### src/rtl/rr_grant_arbiter4.sv
// rr_grant_arbiter4 -- round-robin arbiter for four requesters with a
// per-grant hold-time limit and lockout of requesters that time out.
//
// Ports:
//   clk        system clock, rising edge
//   rst_n      synchronous reset, active-low
//   req[3:0]   request, one bit per requester, held while resource needed
//   gnt[3:0]   registered one-hot grant, 0000 when no owner
//   gnt_idx    encoded index of current owner; holds last owner when idle
//   gnt_valid  high when gnt != 0000
//   timeout    one-cycle pulse in the cycle gnt drops due to hold-time limit
module rr_grant_arbiter4 #(
  parameter int CNT_W   = 8,
  parameter int TIMEOUT = 8
) (
  input  logic       clk,
  input  logic       rst_n,
  input  logic [3:0] req,
  output logic [3:0] gnt,
  output logic [1:0] gnt_idx,
  output logic       gnt_valid,
  output logic       timeout
);

  typedef enum logic [1:0] {
    IDLE  = 2'b00,
    GRANT = 2'b01
  } state_t;

  localparam bit             TO_EN = (TIMEOUT != 0);
  localparam logic [CNT_W-1:0] LIMIT = (TIMEOUT == 0) ? '0 : CNT_W'(TIMEOUT - 1);

  state_t             state_q, state_d;
  logic [3:0]         gnt_q, gnt_d;
  logic [3:0]         mask_q, mask_d;
  // The priority pointer and the reported index are always the same value
  // (last owner, 3 after reset), so one register serves both.
  logic [1:0]         last_q, last_d;
  logic               valid_q, valid_d;
  logic               to_q, to_d;
  logic [CNT_W-1:0]   cnt_q, cnt_d;

  logic [3:0]         elig;
  logic               win_found;
  logic [1:0]         win_idx;
  logic [1:0]         cand;
  logic               owner_req;
  logic               hit_timeout;

  assign elig        = req & ~mask_q;
  assign owner_req   = req[last_q];
  assign hit_timeout = TO_EN && (cnt_q == LIMIT);

  // First eligible requester searching last+1, last+2, last+3, last.
  always_comb begin
    win_found = 1'b0;
    win_idx   = last_q;
    cand      = last_q;
    for (int unsigned k = 1; k <= 4; k++) begin
      cand = last_q + 2'(k);
      if (!win_found && elig[cand]) begin
        win_found = 1'b1;
        win_idx   = cand;
      end
    end
  end

  // State register and all other flops.
  always_ff @(posedge clk) begin
    if (!rst_n) begin
      state_q <= IDLE;
      gnt_q   <= '0;
      mask_q  <= '0;
      last_q  <= 2'b11;
      valid_q <= 1'b0;
      to_q    <= 1'b0;
      cnt_q   <= '0;
    end else begin
      state_q <= state_d;
      gnt_q   <= gnt_d;
      mask_q  <= mask_d;
      last_q  <= last_d;
      valid_q <= valid_d;
      to_q    <= to_d;
      cnt_q   <= cnt_d;
    end
  end

  // Next-state logic.
  always_comb begin
    state_d = state_q;
    case (state_q)
      IDLE:    if (win_found) state_d = GRANT;
      GRANT:   if (!owner_req || hit_timeout) state_d = IDLE;
      default: state_d = IDLE;
    endcase
  end

  // Output / datapath logic.
  always_comb begin
    gnt_d  = '0;
    last_d = last_q;
    cnt_d  = cnt_q;
    to_d   = 1'b0;
    // Lockout clears for any requester that has let go.
    mask_d = mask_q & req;
    case (state_q)
      IDLE: begin
        if (win_found) begin
          gnt_d  = 4'(1) << win_idx;
          last_d = win_idx;
          cnt_d  = '0;
        end
      end
      GRANT: begin
        cnt_d = cnt_q + CNT_W'(1);
        if (!owner_req) begin
          gnt_d = '0;
        end else if (hit_timeout) begin
          to_d           = 1'b1;
          mask_d[last_q] = 1'b1;
        end else begin
          gnt_d = gnt_q;
        end
      end
      default: begin
        gnt_d = '0;
      end
    endcase
  end

  always_comb valid_d = |gnt_d;

  assign gnt       = gnt_q;
  assign gnt_idx   = last_q;
  assign gnt_valid = valid_q;
  assign timeout   = to_q;

endmodule

### config.mk
export PLATFORM = sky130hd
export DESIGN_NAME = rr_grant_arbiter4
export DESIGN_NICKNAME = d
export VERILOG_FILES = /design/src/rtl/rr_grant_arbiter4.sv
export SDC_FILE = /design/constraint.sdc
export NUM_CORES = 1
export LEC_CHECK = 0
export CAP_MARGIN = 30
export CORE_MARGIN = 5
export CORE_UTILIZATION = 49
export DETAILED_ROUTE_END_ITERATION = 8
export PLACE_DENSITY = 0.76
export SLEW_MARGIN = 20
export SYNTH_ARGS = -nofsm -noshare
export SYNTH_HDL_FRONTEND = slang
export SYNTH_SLANG_ARGS = --single-unit
### constraint.sdc
create_clock -name clk -period 1.9 [get_ports clk]
set_input_delay 0.57 -clock clk [delete_from_list [all_inputs] [get_ports clk]]
set_output_delay 0.57 -clock clk [all_outputs]
set_load 0.05 [all_outputs]
* Yosys cells after proc, flatten, opt, wreduce, memory -nomap -nowiden
Index checks and enable logic that the tools add are counted.
** Storage, ports and cells
- Bits in registers :: 22
- Latch bits :: 0
- RAM bits :: 0
- Bits in read-only memories :: 0
- Input port bits :: 6
- Output and inout bits :: 8
- Word-level logic and storage cells :: 74
- Memories kept :: 0
** Cells by class
- Add/sub/neg operators :: 4
- Multipliers :: 0
- Div/mod/pow operators :: 0
- Magnitude comparators :: 5
- Equality and inequality tests :: 4
- Shift-type cells :: 1
- Muxes and demuxes :: 33
- Bitwise operators :: 4
- Reductions and logical operators :: 16
** Operators with widths (count)
- 2-to-1 mux 4 bit :: 6
- one-hot mux 8 bit (2 select lines) :: 1
- < comparator 2 x 3 -> 1 bit (second input constant) :: 4
- 2-to-1 mux 2 bit :: 6
- 2-to-1 mux 1 bit :: 11
- binary-select mux 1 bit (select 2 bit) :: 5
- adder 8 x 1 -> 8 bit (second input constant) :: 1
- AND 4 bit :: 2
- == test 8 x 3 -> 1 bit (second input constant) :: 1
- 2-to-1 mux 8 bit :: 1
- one-hot mux 4 bit (2 select lines) :: 1
- AND reduction 2 bit :: 3
- adder 2 bit (second input constant) :: 2
- logical AND 1 bit :: 4
- zero test 1 bit :: 4
- != test 2 bit (second input constant) :: 2
- NOT 4 bit :: 1
- OR 4 bit :: 1
- one-hot mux 2 bit (2 select lines) :: 1
- OR reduction 4 bit :: 1
- left shift 1 x 2 -> 4 bit (first input constant) :: 1
- AND reduction 3 bit :: 1
- adder 2 x 1 -> 2 bit (second input constant) :: 1
- demux 1 bit (select 2 bit) :: 1
- 5 further kinds :: 5

* Depth between registers and ports, before layout
Gate-level depths: netlist of run 1.
- Word-level depth :: 18
- Depth in mapped cells :: 8
- Depth with buffers taken out :: 7

* Worst setup path before layout of run 1
No wires, ideal clock.
- Path type :: register to register
- From :: register last_q[1], in the netlist gnt_idx[1]
- To :: register gnt_q[2], in the netlist gnt[2]
- Library setup time :: 0.117 ns
- Arrival :: 2.057 ns
- Data required time :: 1.783 ns
- Setup slack :: -0.274 ns
- Stages on the path, launching flop included :: 7
- Path buffers :: 0
- Period minus slack after synthesis :: 2.174 ns
- Path through :: dfxtp_1 inv_1 ha_1 mux4_2 o22ai_2 xnor2_1 a22o_1
** Between the ends
- Cells in the longest elaborated chain, start to end :: 16
- Elaborated cells between the ends (all ways) :: 31
- Classes of those cells :: add/sub (3); shift (1); mux (21); reduce/logical (6)
** Ends and longest elaborated chain
- start, declared :: RTL line 38 : logic [1:0] last_q, last_d;
- start signal, assigned :: RTL line 82 : last_q <= last_d;
- adder 2 x 1 -> 2 bit :: RTL line 60 : cand = last_q + 2'(k);
- binary-select mux 1 bit (select 2 bit) :: RTL line 61 : if (!win_found && elig[cand]) begin
- 2-to-1 mux 1 bit (not written as such) :: RTL line 61
- 2-to-1 mux 1 bit :: RTL line 61
- zero test 1 bit :: RTL line 61
- logical AND 1 bit :: RTL line 61
- 2-to-1 mux 1 bit :: RTL line 61
- zero test 1 bit :: RTL line 61
- logical AND 1 bit :: RTL line 61
- 2-to-1 mux 1 bit :: RTL line 61
- zero test 1 bit :: RTL line 61
- logical AND 1 bit :: RTL line 61
- 2-to-1 mux 2 bit :: RTL line 61
- left shift 1 x 2 -> 4 bit :: RTL line 110 : gnt_d = 4'(1) << win_idx;
- 2-to-1 mux 4 bit :: RTL line 109 : if (win_found) begin
- one-hot mux 4 bit (2 select lines) * :: RTL line 107 : case (state_q)
- end signal, assigned :: RTL line 80 : gnt_q <= gnt_d;
- end, declared :: RTL line 34 : logic [3:0] gnt_q, gnt_d;
Mark *: on every way between the ends. The rest lies on a longest branch, timed or not. The select of a mux whose other input is x is not followed.
A chain may end at the register's enable or synchronous reset.

* Worst setup path after layout of run 1
- From :: input port req[0]
- To :: register gnt_q[2], in the netlist gnt[2]
** Between the ends
- Cells in the longest elaborated chain, start to end :: 16
- Elaborated cells between the ends (all ways) :: 29
- Classes of those cells :: shift (1); mux (21); bitwise (1); reduce/logical (6)
** Ends and longest elaborated chain
- start, declared :: RTL line 18 : input logic [3:0] req,
- AND 4 bit :: RTL line 50 : assign elig = req & ~mask_q;
- binary-select mux 1 bit (select 2 bit) :: RTL line 61
- 2-to-1 mux 1 bit (not written as such) :: RTL line 61
- 2-to-1 mux 1 bit :: RTL line 61
- zero test 1 bit :: RTL line 61
- logical AND 1 bit :: RTL line 61
- 2-to-1 mux 1 bit :: RTL line 61
- zero test 1 bit :: RTL line 61
- logical AND 1 bit :: RTL line 61
- 2-to-1 mux 1 bit :: RTL line 61
- zero test 1 bit :: RTL line 61
- logical AND 1 bit :: RTL line 61
- 2-to-1 mux 2 bit :: RTL line 61
- left shift 1 x 2 -> 4 bit :: RTL line 110
- 2-to-1 mux 4 bit :: RTL line 109
- one-hot mux 4 bit (2 select lines) * :: RTL line 107
Marked as above.

==> flow_summary_export.csv, run 1 <==
group,metric,value,unit
cts,clk_path_buf_depth,2,
synthesis,synth_nets,133,
placement,dp_slack,-0.4959,ns
cts,cts.sink_count,21,
global_route,grt_pass1_vias,996,
final_layout,area_delta_synth_final,24.57,%
setup_path,cp_max_fo,5,
cts,htreeDepth,1,
die,row_count,17,
synthesis,synth_seq_cells,21,
route,dr.pass1.iters,4,
final_layout,design_area,0.001465,sq mm
global_route,track_usage,0.1594,
cts,path_clk_slew,0.11,ns
synthesis,synthTopCellsByArea,"dfxtp_1 (36%), ha_1 (5.3%), nor2b_1 (4.3%)",
setup_path,worstPathRequired,2.11,ns
power_and_ir_drop,combPwrFrac,0.501,
synthesis,syn-cell-area,0.001176,sq mm
power_and_ir_drop,power_density,1071,mW/mm^2
placement,gp_congestion,0.9003,
die,dieArea,0.003480,sq mm
synthesis,synth_flop_cell,"dfxtp_1",
route,drc_errors,0,
cts,insertion_delay,0.30,ns
final_layout,final_layout_size_suffix_gt1_frac,0.2583,
synthesis,synth.avg_cell_area,9.640,sq um
sta,rsz0062_at_grt,"false",
power_and_ir_drop,p_int,0.9418,mW
cts,numCtsBuffers,3,
global_route,antenna_found_initial,0,
cts,tritoncts,"yes",
global_route,grt_overflow,0,
route,vias_per_cell,5.816,
power_and_ir_drop,vdd_drop_max,0.6632,mV
synthesis,yosysWarnings,0,
final_layout,n_antenna_cell,0,
final_layout,fillers,191,
final_layout,regArea,427.9,sq um
run,drv_cap,0,
power_and_ir_drop,swShare,0.3997,
global_route,grt_max_degree,13,
setup_path,critical_path.startpoint_type,"primary input",
route,wirelength,2509,um
sta,hold_viol,0,
synthesis,yosysMostFrequentCell,"dfxtp_1",
die,initial_utilization,0.5216,
synthesis,synth_cells,122,
final_layout,multi_input_area,719.4,sq um
min_path,hp-class,"reg2reg",
power_and_ir_drop,leakage,0.6184,nW
die,die_height,58.99,um
synthesis,synth_top_area_frac,0.3574,
final_layout,fin_util,0.6498,
sta,max_slew_margin,0.7432,
power_and_ir_drop,p_seq_frac,0.365,
sta,worst_slew_pin_slew,0.3837,ns
final_layout,nets,163,
sta,slew_violations,0,
die,design.core.area,0.002255,sq mm
power_and_ir_drop,p_clk_frac,0.134,
status,outcome,"finished, final reports clean",
synthesis,synth_async_sr_flop_share,0,
global_route,grt_pass1_wl,4395,um
sta,setup_viol,0,
setup_path,criticalPathCategory,"in2reg",
sta,fin_crit,1.816,ns
route,drt-initial-drc-count,43,
power_and_ir_drop,fin_total_pwr,1.569,mW
setup_path,crit_path_end_kind,"flip-flop",
sta,max_freq,550.6,MHz
sta,finalCritPeriodShare,0.9559,
die,ios,14,
synthesis,synth-edff-count,0,
placement,hpwlAfterDp,1941,um
sta,hold-worst-slack,0.4892,ns
cts,root_buffer,"clkbuf_4",
sta,fin_ws,0.08370,ns
route,vias,1041,
die,die_x,58.99,um
setup_path,arrival,2.02,ns
synthesis,synthTopCellsByCount,"dfxtp_1 (21), nor2b_1 (8), nor2_1 (7), nand2_1 (6)",
synthesis,yosysTopAreaCell,"dfxtp_1",
route,drtAntennaViolNets,0,
power_and_ir_drop,switching_power,0.6270,mW
sta,skew,0.001630,ns
placement,port_buffers,13,
synthesis,ys_types,44,
route,wl_per_cell,14.02,um
placement,dpl_cell_area,0.001439,sq mm
synthesis,ys_seq_area_frac,0.3574,
## what timing repair did
item / CTS / global route
gates resized for setup: 6 / 0
setup endpoints to repair: 11 / 0
hold buffers: 0 / 0
endpoints found under the hold margin: 0 / 0
setup buffers: 0 / 0
## placed cells by master (no fill, tap or decap), types with 3 or more instances in the layout
master	n
buf_4	23
dfxtp_1	19
nor2b_1	8
nor2_1	7
nand2_1	6
o21ai_0	5
a21oi_1	5
ha_1	5
nand3_1	4
a32o_1	4
nand2b_1	4
and3_1	4
dlygate4sd2_1	4
inv_1	3
and2_1	3
mux4_2	3
mux2i_1	3
nand3b_1	3
clkbuf_4	3
## area by class of cell
type	count	share of cell area
clock inverter	1	0.003416
multi-input combinational	93	0.4910
timing repair buffer	29	0.1623
inverter	4	0.01196
tap	28	0.02391
clock buffer	3	0.01537
sequential	21	0.2921
## final timing paths
kind | start | end | slack, ns | cells after the start
setup reg to reg | gnt_idx[0] | gnt[1] | 0.09 | 6
hold reg to reg | gnt[3] | gnt[3] | 0.49 | 2
hold / removal | gnt[3] | gnt[3] | 0.49 | 2
setup / recovery | req[0] | gnt[2] | 0.08 | 6
## metrics by stage
step / setup TNS, ns / instances
3_3_place_gp: -5.440 / 175
5_1_grt: 0 / 179
3_5_place_dp: -5.969 / 175
4_1_cts: 0 / 179
6_report: 0 / 179
2_1_floorplan: 0 / 122
## flip-flops by register name, indices dropped and copies added, names as in the netlist
signal	count
cnt_q	8
gnt	4
mask_q	4
gnt_idx	2
gnt_valid	1
state_q	1
timeout	1
## worst max-delay path, cell delays in order
cell and delay (ns):
dlygate4sd2_1 0.27, or3b_1 0.36, a211o_1 0.27, o311a_2 0.15, and3_1 0.19, a22o_1 0.22
## power by group through the flow
stage          clock, mW  combinational (mW)  sequential (mW)
2_1_floorplan          0               0.418            0.697
3_3_place_gp           0               0.755            0.580
3_5_place_dp           0               0.767            0.582
4_1_cts            0.227               0.788            0.575
5_1_grt            0.242               0.841            0.582
6_report           0.210               0.786            0.573
## routing by layer
| layer | global-route usage | wire (um) | part of all wire | up-vias |
|---|---|---|---|---|
| met4 | 0.05502 | 25 | 0.010 | 0 |
| met1 | 0.2029 | 1137 | 0.45 | 499 |
| met2 | 0.2713 | 1282 | 0.51 | 19 |
| met3 | 0.02614 | 62 | 0.025 | 4 |
| met5 | 0 | 0 | 0 | - |
| li1 | - | - | - | 519 |
## cells by family after synthesis
group,count (synthesis),synth area share
and+or+nand+nor,48,0.2362
AOI/OAI and AO/OA,31,0.2106
DFF,21,0.3574
buffers and inverters,8,0.03404
muxes,6,0.08617
adders and majority gates,5,0.05319
xor gates and xnor gates,3,0.02234
(Power assumes the default switching activity.)
==> inputs of run 2 (changes only) <==
Settings changed: REMOVE_ABC_BUFFERS set to 1.
==> run 2 against run 1 <==
Net effect:
- utilization is 2.6 points higher
- combinational power is 20% higher
- die area stayed put
- cell area is 4.0% higher
- fmax is 2.0% lower
- critical endpoint is now gnt[0]
- via count is 6.5% higher
- power is 8.9% higher
- clock skew is 0.013 ns higher
- clock-buffer cell count is 1 higher
- setup slack worse by 0.037 ns
==> flow_summary_export.csv, run 2 (synthesis gave the netlist of run 1 again) <==
group,metric,value,unit
placement,dpl_cell_area,0.001474,sq mm
cts,htreeDepth,1,
setup_path,cp_max_fo,5,
placement,gp_congestion,0.8929,
setup_path,critical_path.startpoint_type,"primary input",
sta,worst_slew_pin_slew,0.4967,ns
setup_path,critPathCapture,"gnt[0]",
status,outcome,"finished, final reports clean",
setup_path,criticalPathCategory,"in2reg",
route,drc_errors,0,
final_layout,design_area,0.001524,sq mm
setup_path,worstReg2RegStart,"gnt_idx[1]",
setup_path,rrSetupSlack,0.06,ns
die,dieArea,0.003480,sq mm
final_layout,largest_reg_flops,8,
setup_path,arrival,2.07,ns
placement,port_buffers,13,
die,initial_utilization,0.5216,
die,row_count,17,
power_and_ir_drop,fin_total_pwr,1.708,mW
sta,hold_viol,0,
final_layout,regMostFlops,"cnt_q",
power_and_ir_drop,p_int,1.002,mW
sta,fin_ws,0.04629,ns
setup_path,critical_path.startpoint,"req[2]",
cts,root_buffer,"clkbuf_4",
power_and_ir_drop,vdd_drop_max,1.114,mV
power_and_ir_drop,p_clk_frac,0.127,
final_layout,final_layout_size_suffix_gt1_frac,0.2710,
sta,max_freq,539.5,MHz
final_layout,area_delta_synth_final,29.57,%
sta,max_slew_margin,0.6594,
cts,clk_path_buf_depth,2,
setup_path,worstPathRequired,2.12,ns
sta,setup_viol,0,
cts,tritoncts,"yes",
final_layout,nets,167,
cts,path_clk_slew,0.12,ns
cts,cts.sink_count,21,
placement,post-place-cells,179,
global_route,grt_pass1_wl,4816,um
route,wirelength,2950,um
cts,numCtsBuffers,3,
placement,hpwlAfterDp,2205,um
final_layout,mostFrequentLayoutCell,"buf_4",
final_layout,n_antenna_cell,0,
route,vias_per_cell,6.060,
route,vias,1109,
placement,dp_slack,-0.5003,ns
sta,fin_crit,1.854,ns
route,drtAntennaViolNets,0,
power_and_ir_drop,power_density,1121,mW/mm^2
power_and_ir_drop,swShare,0.4134,
final_layout,final_cells,183,
power_and_ir_drop,p_seq_frac,0.321,
route,drt-initial-drc-count,38,
route,dr.pass1.iters,4,
sta,finalCritPeriodShare,0.9756,
sta,slew_violations,0,
global_route,grt_pass1_vias,1117,
setup_path,reg2reg_depth,7,
sta,skew,0.01452,ns
global_route,grt_overflow,0,
die,die_height,58.99,um
final_layout,mostFrequentLayoutCells,"buf_4 (26), dfxtp_1 (20), nor2b_1 (8), nor2_1 (7), nand2_1 (6)",
die,ios,14,
route,wl_per_cell,16.12,um
run,drv_cap,0,
global_route,grt_max_degree,12,
power_and_ir_drop,combPwrFrac,0.552,
global_route,track_usage,0.1808,
min_path,hp-class,"reg2reg",
global_route,antenna_found_initial,0,
power_and_ir_drop,leakage,0.6460,nW
cts,hold_buffers,0,
die,design.core.area,0.002255,sq mm
cts,insertion_delay,0.31,ns
die,die_x,58.99,um
setup_path,crit_path_end_kind,"flip-flop",
power_and_ir_drop,switching_power,0.7062,mW
setup_path,r2r_end,"gnt[3]",
==> run 2: worst min-delay path by stage <==
stage | startpoint | to | slack [ns] | cells after the start
floorplan | cnt_q[3] | cnt_q[3] | 0.45 | 1
global placement | gnt[1] | gnt[1] | 0.46 | 2
detailed placement | cnt_q[6] | cnt_q[6] | 0.48 | 1
CTS | gnt[3] | gnt[3] | 0.51 | 2
global route | gnt[1] | gnt[1] | 0.52 | 2
finish | gnt[1] | gnt[1] | 0.51 | 2
==> run 2: what timing repair did <==
item                                    in CTS  in global routing
pin swaps                                    2                  1
resized for setup                            8                  3
endpoints found under the setup margin      12                  2
setup buffers                                0                  0
==> run 2: per-layer routing <==
layer | GRT usage | vias up | wire (um)
li1 | - | 525 | -
met2 | 0.3060 | 40 | 1515
met4 | 0.1165 | 0 | 113
met5 | 0 | - | 0
met1 | 0.2045 | 529 | 1190
met3 | 0.03704 | 15 | 131
==> run 2: through the flow <==
stage	util	hold slack (ns)	TNS [ns]
after CTS	0.6731	0.5070	0
after floorplan	-	0.4474	-2.368
final	0.6759	0.5139	0
after detailed placement	0.6537	0.4832	-6.515
after global routing	0.6759	0.5248	-0.01228
after global placement	0.6537	0.4639	-5.341
==> run 2: cell type report <==
class                   instances  area [sq um]
well taps                      28         35.03
fillers                       179         730.7
multi-input cells              93         740.7
clock buffers                   4         26.28
repair buffers                 33         280.3
flip-flops and latches         21         424.2
inverters                       4         17.52
==> run 2: worst max-delay path: stages <==
cell           delay, ns
dlygate4sd2_1       0.28
mux4_1              0.54
and2_1              0.22
and3_1              0.23
a22o_1              0.23
==> run 2: power groups by stage <==
stage	registers (mW)	clock network (mW)	logic, mW
2_1_floorplan	0.709	0	0.373
5_1_grt	0.556	0.244	0.997
3_3_place_gp	0.549	0	0.840
4_1_cts	0.544	0.225	0.918
6_report	0.549	0.217	0.943
3_5_place_dp	0.551	0	0.869
==> inputs of run 3 (changes only) <==
Settings changed: TNS_END_PERCENT set to 5.
==> results of run 3 <==
The final DEF is identical to that of run 2; final timing and power are the same.
